## src/rtl/serial_subtractor_pkg.sv

```systemverilog
// Shared definitions for the bit-serial subtractor.
//   state_e : FSM state encoding (idle = 0, run = 1, done = 2).
// Build option: define SERIAL_SUB_ADD_MODE_EN to add the 'op' add/subtract select port.
package serial_subtractor_pkg;

  typedef enum logic [1:0] {
    StIdle = 2'd0,
    StRun  = 2'd1,
    StDone = 2'd2
  } state_e;

endpackage

```

## src/rtl/serial_sub_cell.sv

```systemverilog
// Gate-level one-bit full adder used as the serial arithmetic cell.
//   a, b, carryin : addend bits and incoming carry
//   sum, carryout : sum bit and outgoing carry
// Any inversion of b for subtraction is done by the instantiating module.
module serial_sub_cell (
  input  logic a,
  input  logic b,
  input  logic carryin,
  output logic sum,
  output logic carryout
);

  logic a_x_b;

  assign a_x_b    = a ^ b;
  assign sum      = a_x_b ^ carryin;
  assign carryout = (a & b) | (carryin & a_x_b);

endmodule

```

## src/rtl/serial_subtractor.sv

```systemverilog
// Bit-serial two's-complement subtractor: diff = a - b, one bit per clock, LSB first.
// A single full-adder cell computes a + ~b + 1 with a carry register between bits.
// Ports:
//   clk, rst_n          : clock, asynchronous active-low reset
//   start               : load a/b and begin (honoured in idle or done only)
//   a, b                : operands, sampled on the accepting edge
//   op                  : (SERIAL_SUB_ADD_MODE_EN only) 1 = subtract, 0 = add
//   busy                : high while bits are processed (WIDTH cycles)
//   done                : one-cycle pulse, results valid from this cycle
//   diff                : result modulo 2^WIDTH
//   borrowout           : subtract: unsigned a < b; add: final carry out
//   overflow            : signed overflow (carry into MSB ^ carry out of MSB)
// Build option: SERIAL_SUB_ADD_MODE_EN adds the 'op' port and add mode.
module serial_subtractor
  import serial_subtractor_pkg::*;
#(
  parameter int unsigned WIDTH = 8
) (
  input  logic             clk,
  input  logic             rst_n,
  input  logic             start,
  input  logic [WIDTH-1:0] a,
  input  logic [WIDTH-1:0] b,
`ifdef SERIAL_SUB_ADD_MODE_EN
  input  logic             op,
`endif
  output logic             busy,
  output logic             done,
  output logic [WIDTH-1:0] diff,
  output logic             borrowout,
  output logic             overflow
);

  state_e state_q, state_d;

  logic [WIDTH-1:0] a_q, b_q;
  logic [WIDTH-1:0] count_q;
  logic [WIDTH-1:0] diff_q;
  logic             carry_q;
  logic             borrow_q;
  logic             overflow_q;
  logic             accept;
  logic             last_bit;
  logic             sub_mode;
  logic             sub_mode_in;
  logic             cell_sum;
  logic             cell_carry;

`ifdef SERIAL_SUB_ADD_MODE_EN
  logic op_q;

  assign sub_mode    = op_q;
  assign sub_mode_in = op;
`else
  assign sub_mode    = 1'b1;
  assign sub_mode_in = 1'b1;
`endif

  assign last_bit = (count_q == WIDTH'(WIDTH - 1));

  // State register.
  always_ff @(posedge clk or negedge rst_n) begin
    if (!rst_n) begin
      state_q <= StIdle;
    end else begin
      state_q <= state_d;
    end
  end

  // Next state and accept decode.
  always_comb begin
    state_d = state_q;
    accept  = 1'b0;
    case (state_q)
      StIdle: begin
        if (start) begin
          accept  = 1'b1;
          state_d = StRun;
        end
      end
      StRun: begin
        if (last_bit) begin
          state_d = StDone;
        end
      end
      StDone: begin
        if (start) begin
          accept  = 1'b1;
          state_d = StRun;
        end else begin
          state_d = StIdle;
        end
      end
      default: state_d = StIdle;
    endcase
  end

  // b is inverted only when subtracting.
  serial_sub_cell u_cell (
    .a        (a_q[0]),
    .b        (b_q[0] ^ sub_mode),
    .carryin  (carry_q),
    .sum      (cell_sum),
    .carryout (cell_carry)
  );

  // Datapath: operand shifters, carry, counter and result registers.
  always_ff @(posedge clk or negedge rst_n) begin
    if (!rst_n) begin
      a_q        <= '0;
      b_q        <= '0;
      count_q    <= '0;
      carry_q    <= 1'b0;
      diff_q     <= '0;
      borrow_q   <= 1'b0;
      overflow_q <= 1'b0;
`ifdef SERIAL_SUB_ADD_MODE_EN
      op_q       <= 1'b1;
`endif
    end else if (accept) begin
      a_q     <= a;
      b_q     <= b;
      count_q <= '0;
      // The +1 of two's-complement negation enters as the initial carry.
      carry_q <= sub_mode_in;
`ifdef SERIAL_SUB_ADD_MODE_EN
      op_q    <= op;
`endif
    end else if (state_q == StRun) begin
      a_q     <= a_q >> 1;
      b_q     <= b_q >> 1;
      carry_q <= cell_carry;
      count_q <= count_q + 1'b1;
      // Sum bits enter at the MSB so the LSB lands at bit 0 after WIDTH shifts.
      diff_q  <= {cell_sum, diff_q[WIDTH-1:1]};
      if (last_bit) begin
        overflow_q <= carry_q ^ cell_carry;
        borrow_q   <= sub_mode ? ~cell_carry : cell_carry;
      end
    end
  end

  assign busy      = (state_q == StRun);
  assign done      = (state_q == StDone);
  assign diff      = diff_q;
  assign borrowout = borrow_q;
  assign overflow  = overflow_q;

endmodule
```

## config.mk

```make
export PLATFORM = sky130hd
export DESIGN_NAME = serial_subtractor
export DESIGN_NICKNAME = d
export VERILOG_FILES = /design/src/rtl/serial_subtractor_pkg.sv /design/src/rtl/serial_sub_cell.sv /design/src/rtl/serial_subtractor.sv
export SDC_FILE = /design/constraint.sdc
export NUM_CORES = 1
export LEC_CHECK = 0
export ABC_CLOCK_PERIOD_IN_PS = 3750
export CAP_MARGIN = 15
export CORE_ASPECT_RATIO = 0.9
export CORE_MARGIN = 8
export CORE_UTILIZATION = 45
export DETAILED_ROUTE_END_ITERATION = 16
export PLACE_DENSITY = 0.71
export SLEW_MARGIN = 20
export SYNTH_ARGS = -nofsm -noshare
export SYNTH_HDL_FRONTEND = slang
export SYNTH_SLANG_ARGS = --single-unit
```

## constraint.sdc

```tcl
create_clock -name clk -period 3.75 [get_ports clk]
set_clock_uncertainty 0.1 [all_clocks]
set_input_delay 0.375 -clock clk [delete_from_list [all_inputs] [get_ports clk]]
set_output_delay 0.375 -clock clk [all_outputs]
set_load 0.01 [all_outputs]
```

==> metrics, run 1 <==
vias in the first global route=1498; initial antenna violation count=0; Remaining DRCs=0; Clock Power Share=0.175; Worst EP required=3.27 ns; largest net degree at the start of global routing=38; drt initial violations=86; sequential cell area=926 sq um; R2R Setup Slk=1.86 ns; clk_lat worst skew=0.29 ns; reg2reg start=state_q[1]; vias=1349; Reg power frac=0.411; CTS tree=built; Initial Util=0.464; fin crit share=0.643; CP Data Arrival Time=1.93 ns; Hold Buf Count CTS=0; Crit-path slowest cell=clkdlybuf4s50_1; Finished Cell Area=2130 sq um; switching part of the total power=0.381; pwr dens=803 nW/um^2; die area=6020 sq um; H-tree depth=2; MaxCap Viol Count=0; TNS Setup=0 ns; Leak=0.000986 uW; WL/cell=14.3 um; Area Overhead vs Synth=25.1%; Setup WS post-layout=1.34 ns; Port Buffers=30; DP HPWL=2560 um; syn_area_per_cell=9.32 sq um; clk sinks=37; crit path time final=2.41 ns; multi-input combinational cell area=708 sq um; number of storage elements in the synthesis netlist=37; Place WS=1.60 ns; Synth Net Count=205; Vias/cell=5.19; synth warn=0; sequential share of the synthesized area=0.543; Crit Reg-Reg Endpoint=b_q[0]; Final Hold Fails=0; cells after synthesis=183; Worst Reg-to-Reg Cells=6; NetSw=653 uW; final core utilization=0.580; Slowest Stage Delay on Critical Path=0.61 ns; CP Class=reg2out; Max clock buf depth=2; worst min-delay path class=in2async; total track usage=0.144; first-pass GRT wire length=6800 um; outcome=completed; filler cell count=350; crit start category=register; die width=80.9 um; Total Wirelength=3710 um; core area=3680 sq um; RSZ-0062 raised after global routing=false; DP Area=2030 sq um; worst hold margin=0.0664 ns; Int Pwr=1060 uW; total grt overflow=0; post-route ant nets=0; # IOs=31; Cell variety after synth=34; Logic pwr share=0.414; Worst slew margin=0.474; die extent in y=74.4 um; cts bufs inserted=5; Slew Limit Fails=0; # nets final=235; Tightest Pin Transition=0.788 ns; DRT Pass-1 Iters=4; setup bufs post-CTS=0; root buffer cell=clkbuf_8; routability cong.=0.806; CP max FO=31; num rows=21; setup violators final=0; fmax=415 MHz; Diodes inserted=0; Worst IR Drop VDD=0.567 mV; fraction of layout cells with a size suffix above 1=0.0888; Crit. End Element=output pin; cell area after synthesis=1710 sq um; clock-pin transition on the worst setup and hold timing paths=0.07 ns; cts repair resizes=0; CP cell instances=nand2b_1 > buf_4 > inv_2 > clkdlybuf4s50_1
==> logic make-up (layout without fill, tap and decap cells) <==
kind of cell    count (synthesis)  count (layout)  share of synthesized area
compound gates                 25              25                     0.0983
xor+xnor                        1               1                    0.00514
fa+ha+maj                       3               3                     0.0264
buf+inv                        16              47                     0.0418
flops                          37              37                      0.543
mux                             6               6                     0.0396
simple gates                   95              95                      0.246
==> final cells by class <==
class | instances | share of cell area
multi-input cells | 130 | 0.332
clock inverters | 1 | 0.00235
clock buffers | 7 | 0.0452
flip-flops and latches | 37 | 0.434
inverters | 6 | 0.0106
well taps | 46 | 0.0270
repair buffers | 33 | 0.149
==> cells in the mapped netlist <==
cell type / n / area [sq um]
o21ai_0: 2 / 10.0
a31oi_1: 12 / 75.1
nand4_1: 2 / 12.5
o311ai_1: 1 / 8.76
mux2i_1: 3 / 30.0
nand4b_1: 1 / 8.76
nand3_1: 6 / 30.0
dfrtp_1: 37 / 926
or4_1: 1 / 7.51
inv_2: 1 / 3.75
nor3_1: 2 / 10.0
or2_1: 1 / 6.26
nand4_2: 1 / 12.5
o311ai_0: 1 / 8.76
a22oi_1: 1 / 7.51
o211ai_1: 2 / 15.0
nor2_1: 13 / 48.8
nor2b_1: 2 / 12.5
nor4b_2: 1 / 15.0
a21o_1: 1 / 7.51
ha_1: 2 / 25.0
inv_1: 5 / 18.8
o31ai_1: 2 / 15.0
and3_2: 1 / 7.51
buf_2: 9 / 45.0
fa_1: 1 / 20.0
nand2b_1: 3 / 18.8
a221o_1: 1 / 10.0
nand2_1: 61 / 229
xor2_1: 1 / 8.76
a21oi_1: 2 / 10.0
mux2_2: 2 / 22.5
mux2_4: 1 / 15.0
clkbuf_1: 1 / 3.75
==> cells in the final DEF (no fill, tap or decap), types with 2 or more instances in the layout <==
master,synthesis,final
nor3_1,2,2
nand2_1,61,61
o21ai_0,2,2
nand3_1,6,6
o31ai_1,2,2
nand2b_1,3,3
clkbuf_8,0,7
nor2_1,13,13
nand4_1,2,2
dfrtp_1,37,37
nor2b_1,2,2
buf_4,0,3
a21oi_1,2,2
mux2_2,2,2
mux2i_1,3,3
clkdlybuf4s50_1,0,29
ha_1,2,2
a31oi_1,12,12
o211ai_1,2,2
inv_1,5,5
==> worst max-delay path: cells and delay by family, from the launching register on <==
kind	cells	cell delay [ns]
AND/OR/NAND/NOR	1	0.14
flip-flops	1	0.38
buffers and inverters	3	1.12
==> worst max path at each step <==
stage,startpoint,slack [ns],cells past startpoint,to
finish,state_q[1],1.34,4,busy
global route,state_q[1],1.25,4,busy
CTS,state_q[1],1.34,4,busy
detailed placement,start,1.60,5,count_q[7]
global placement,state_q[1],1.68,4,busy
floorplan,state_q[1],2.25,4,busy
==> registers in the layout, summed over array words and instances (netlist names) <==
signal	count
overflow	1
borrowout	1
count_q	8
state_q	2
b_q	8
carry_q	1
a_q	8
diff	8
==> per-stage QoR <==
| stage | power, uW | std cells |
|---|---|---|
| 2_1_floorplan | 1160 | 183 |
| 3_5_place_dp | 1420 | 252 |
| 6_report | 1710 | 260 |
| 5_1_grt | 1870 | 260 |
| 3_3_place_gp | 1400 | 252 |
| 4_1_cts | 1730 | 260 |
==> layer usage <==
layer	GRT usage	wire length, um	vias up
li1	-	-	674
met1	0.171	1790	640
met2	0.231	1610	31
met3	0.0543	266	4
met4	0.0535	38	0
met5	0	0	-
==> power groups by stage <==
stage	clock network [uW]	registers, uW	logic (uW)
after floorplan	0	704	457
after global placement	0	702	694
after detailed placement	0	711	712
after CTS	307	705	721
after global routing	320	731	815
final	300	704	708
No activity file was read; power rests on OpenSTA's default activity.
==> inputs of run 2 (changes only) <==
Settings changed: ABC_CLOCK_PERIOD_IN_PS 3750 to 2400.
Clock period 3.75 ns to 2.4 ns, I/O delays scaled along.
==> metrics, run 2 (synthesized netlist as in run 1, its figures left out) <==
post-route ant nets=0 (unchanged); die extent in y=74.4 um (unchanged); CTS tree=built (unchanged); clk sinks=37 (unchanged); commonest non-fill, non-tap cell in the layout=nand2_1 (unchanged); Initial Util=0.464 (unchanged); Port Buffers=30 (unchanged); WL/cell=14.3 um (about the same); metal3 WL=317 um (was 266 um); MaxCap Viol Count=0 (unchanged); # nets final=237 (was 235); multi-input combinational cell area=708 sq um (unchanged); initial antenna violation count=0 (unchanged); DRT met1 WL=1770 um (was 1790 um); root buffer cell=clkbuf_8 (unchanged); num rows=21 (unchanged); total grt overflow=0 (unchanged); Worst EP required=2.06 ns (was 3.27 ns); Diodes inserted=0 (unchanged); hold path depth=2; first-pass GRT wire length=6370 um (was 6800 um); cts bufs inserted=5 (unchanged); Worst slew margin=0.466 (was 0.474); # IOs=31 (unchanged); fmax=486 MHz; CP Class=reg2out (unchanged); vias=1394 (was 1349); filler cell count=327 (was 350); Max clock buf depth=2 (unchanged); largest net degree at the start of global routing=38 (unchanged); Tightest Pin Transition=0.801 ns (was 0.788 ns); Slew Limit Fails=0 (unchanged); die area=6020 sq um (unchanged); fraction of layout cells with a size suffix above 1=0.0837 (was 0.0888); Crit. End Element=output pin (unchanged); Worst Reg-to-Reg Cells=5 (was 6); Total Wirelength=3740 um (was 3710 um); sequential cell area=926 sq um (unchanged); RSZ-0062 raised after global routing=false (unchanged); CP Data Arrival Time=1.72 ns (was 1.93 ns); met2 WL=1570 um (was 1610 um); TNS Setup=0 ns (unchanged); pwr dens=1240 nW/um^2 (was 803 nW/um^2); setup violators final=0 (unchanged); vias in the first global route=1381 (was 1498); clk_lat worst skew=0.29 ns (about the same); DRT Pass-1 Iters=4 (unchanged); Final Hold Fails=0 (unchanged); Worst IR Drop VDD=0.683 mV (was 0.567 mV); commonest cells after routing, fill and taps aside=nand2_1, dfrtp_1, clkdlybuf4s50_1 (unchanged); Vias/cell=5.34 (was 5.19); Area Overhead vs Synth=25.2% (was 25.1%); crit path time final=2.06 ns; total track usage=0.137 (was 0.144); DP HPWL=2600 um (was 2560 um); crit start category=register (unchanged); Remaining DRCs=0 (unchanged); drt initial violations=137 (was 86); clock-pin transition on the worst setup and hold timing paths=0.07 ns (about the same); outcome=completed (unchanged); core area=3680 sq um (unchanged); setup bufs post-CTS=0 (unchanged); fin crit share=0.857; CP max FO=16 (was 31); routability cong.=0.823 (was 0.806); Top Metal Used=met4 (unchanged); Leak=0.000985 uW (was 0.000986 uW); total power draw=2650 uW (was 1710 uW); die width=80.9 um (unchanged); H-tree depth=2 (unchanged); worst min-delay path class=reg2reg (was in2async)
-- run 2: path summary, 6_finish.rpt --
kind                             from         end  slack (ns)
min reg2reg                   diff[0]     diff[0]        0.39
min in group asynchronous       rst_n      b_q[0]        0.48
max reg2reg                state_q[1]      b_q[0]        0.74
min                           diff[0]     diff[0]        0.39
max in group asynchronous       rst_n  count_q[2]        1.22
max                        state_q[1]        busy        0.34
-- run 2: timing repair --
action | in CTS | in global routing
endpoints found under the hold margin | 37 | 0
gates resized for setup | 0 | 0
hold buffers | 1 | 0
-- run 2: metal layers --
layer  vias to the layer above  GRT usage
met5                         -          0
met4                         0     0.0693
met3                        11     0.0580
met2                        41      0.186
met1                       665      0.180
li1                        677          -
-- run 2: area by class of cell --
type,instances,share of cell area
multi-input cells,130,0.332
well taps,46,0.0269
inverters,6,0.0105
flip-flops and latches,37,0.434
repair buffers,35,0.157
clock buffers,7,0.0404
-- run 2: worst max-delay path: stages, from the launching register on --
cell and delay, ns:
dfrtp_1 0.39, nand2b_1 0.19, inv_2 0.24, clkdlybuf4s50_1 0.61
-- run 2: power breakdown --
group	internal, uW	switching (uW)
Clock	228	200
Sequential	896	205
Combinational	510	611
Total	1630	1020
-- run 2: metrics by stage --
step                      hold WS, ns  utilization  instance area, sq um  setup slack, ns  std cells
after floorplan                -0.156            -                  1710            0.907        183
after global placement          0.274        0.554                  2040            0.702        253
after detailed placement        0.284        0.554                  2040            0.655        253
after CTS                       0.391        0.581                  2140            0.326        261
after global routing            0.424        0.581                  2140            0.248        261
final                           0.386        0.581                  2140            0.342        261
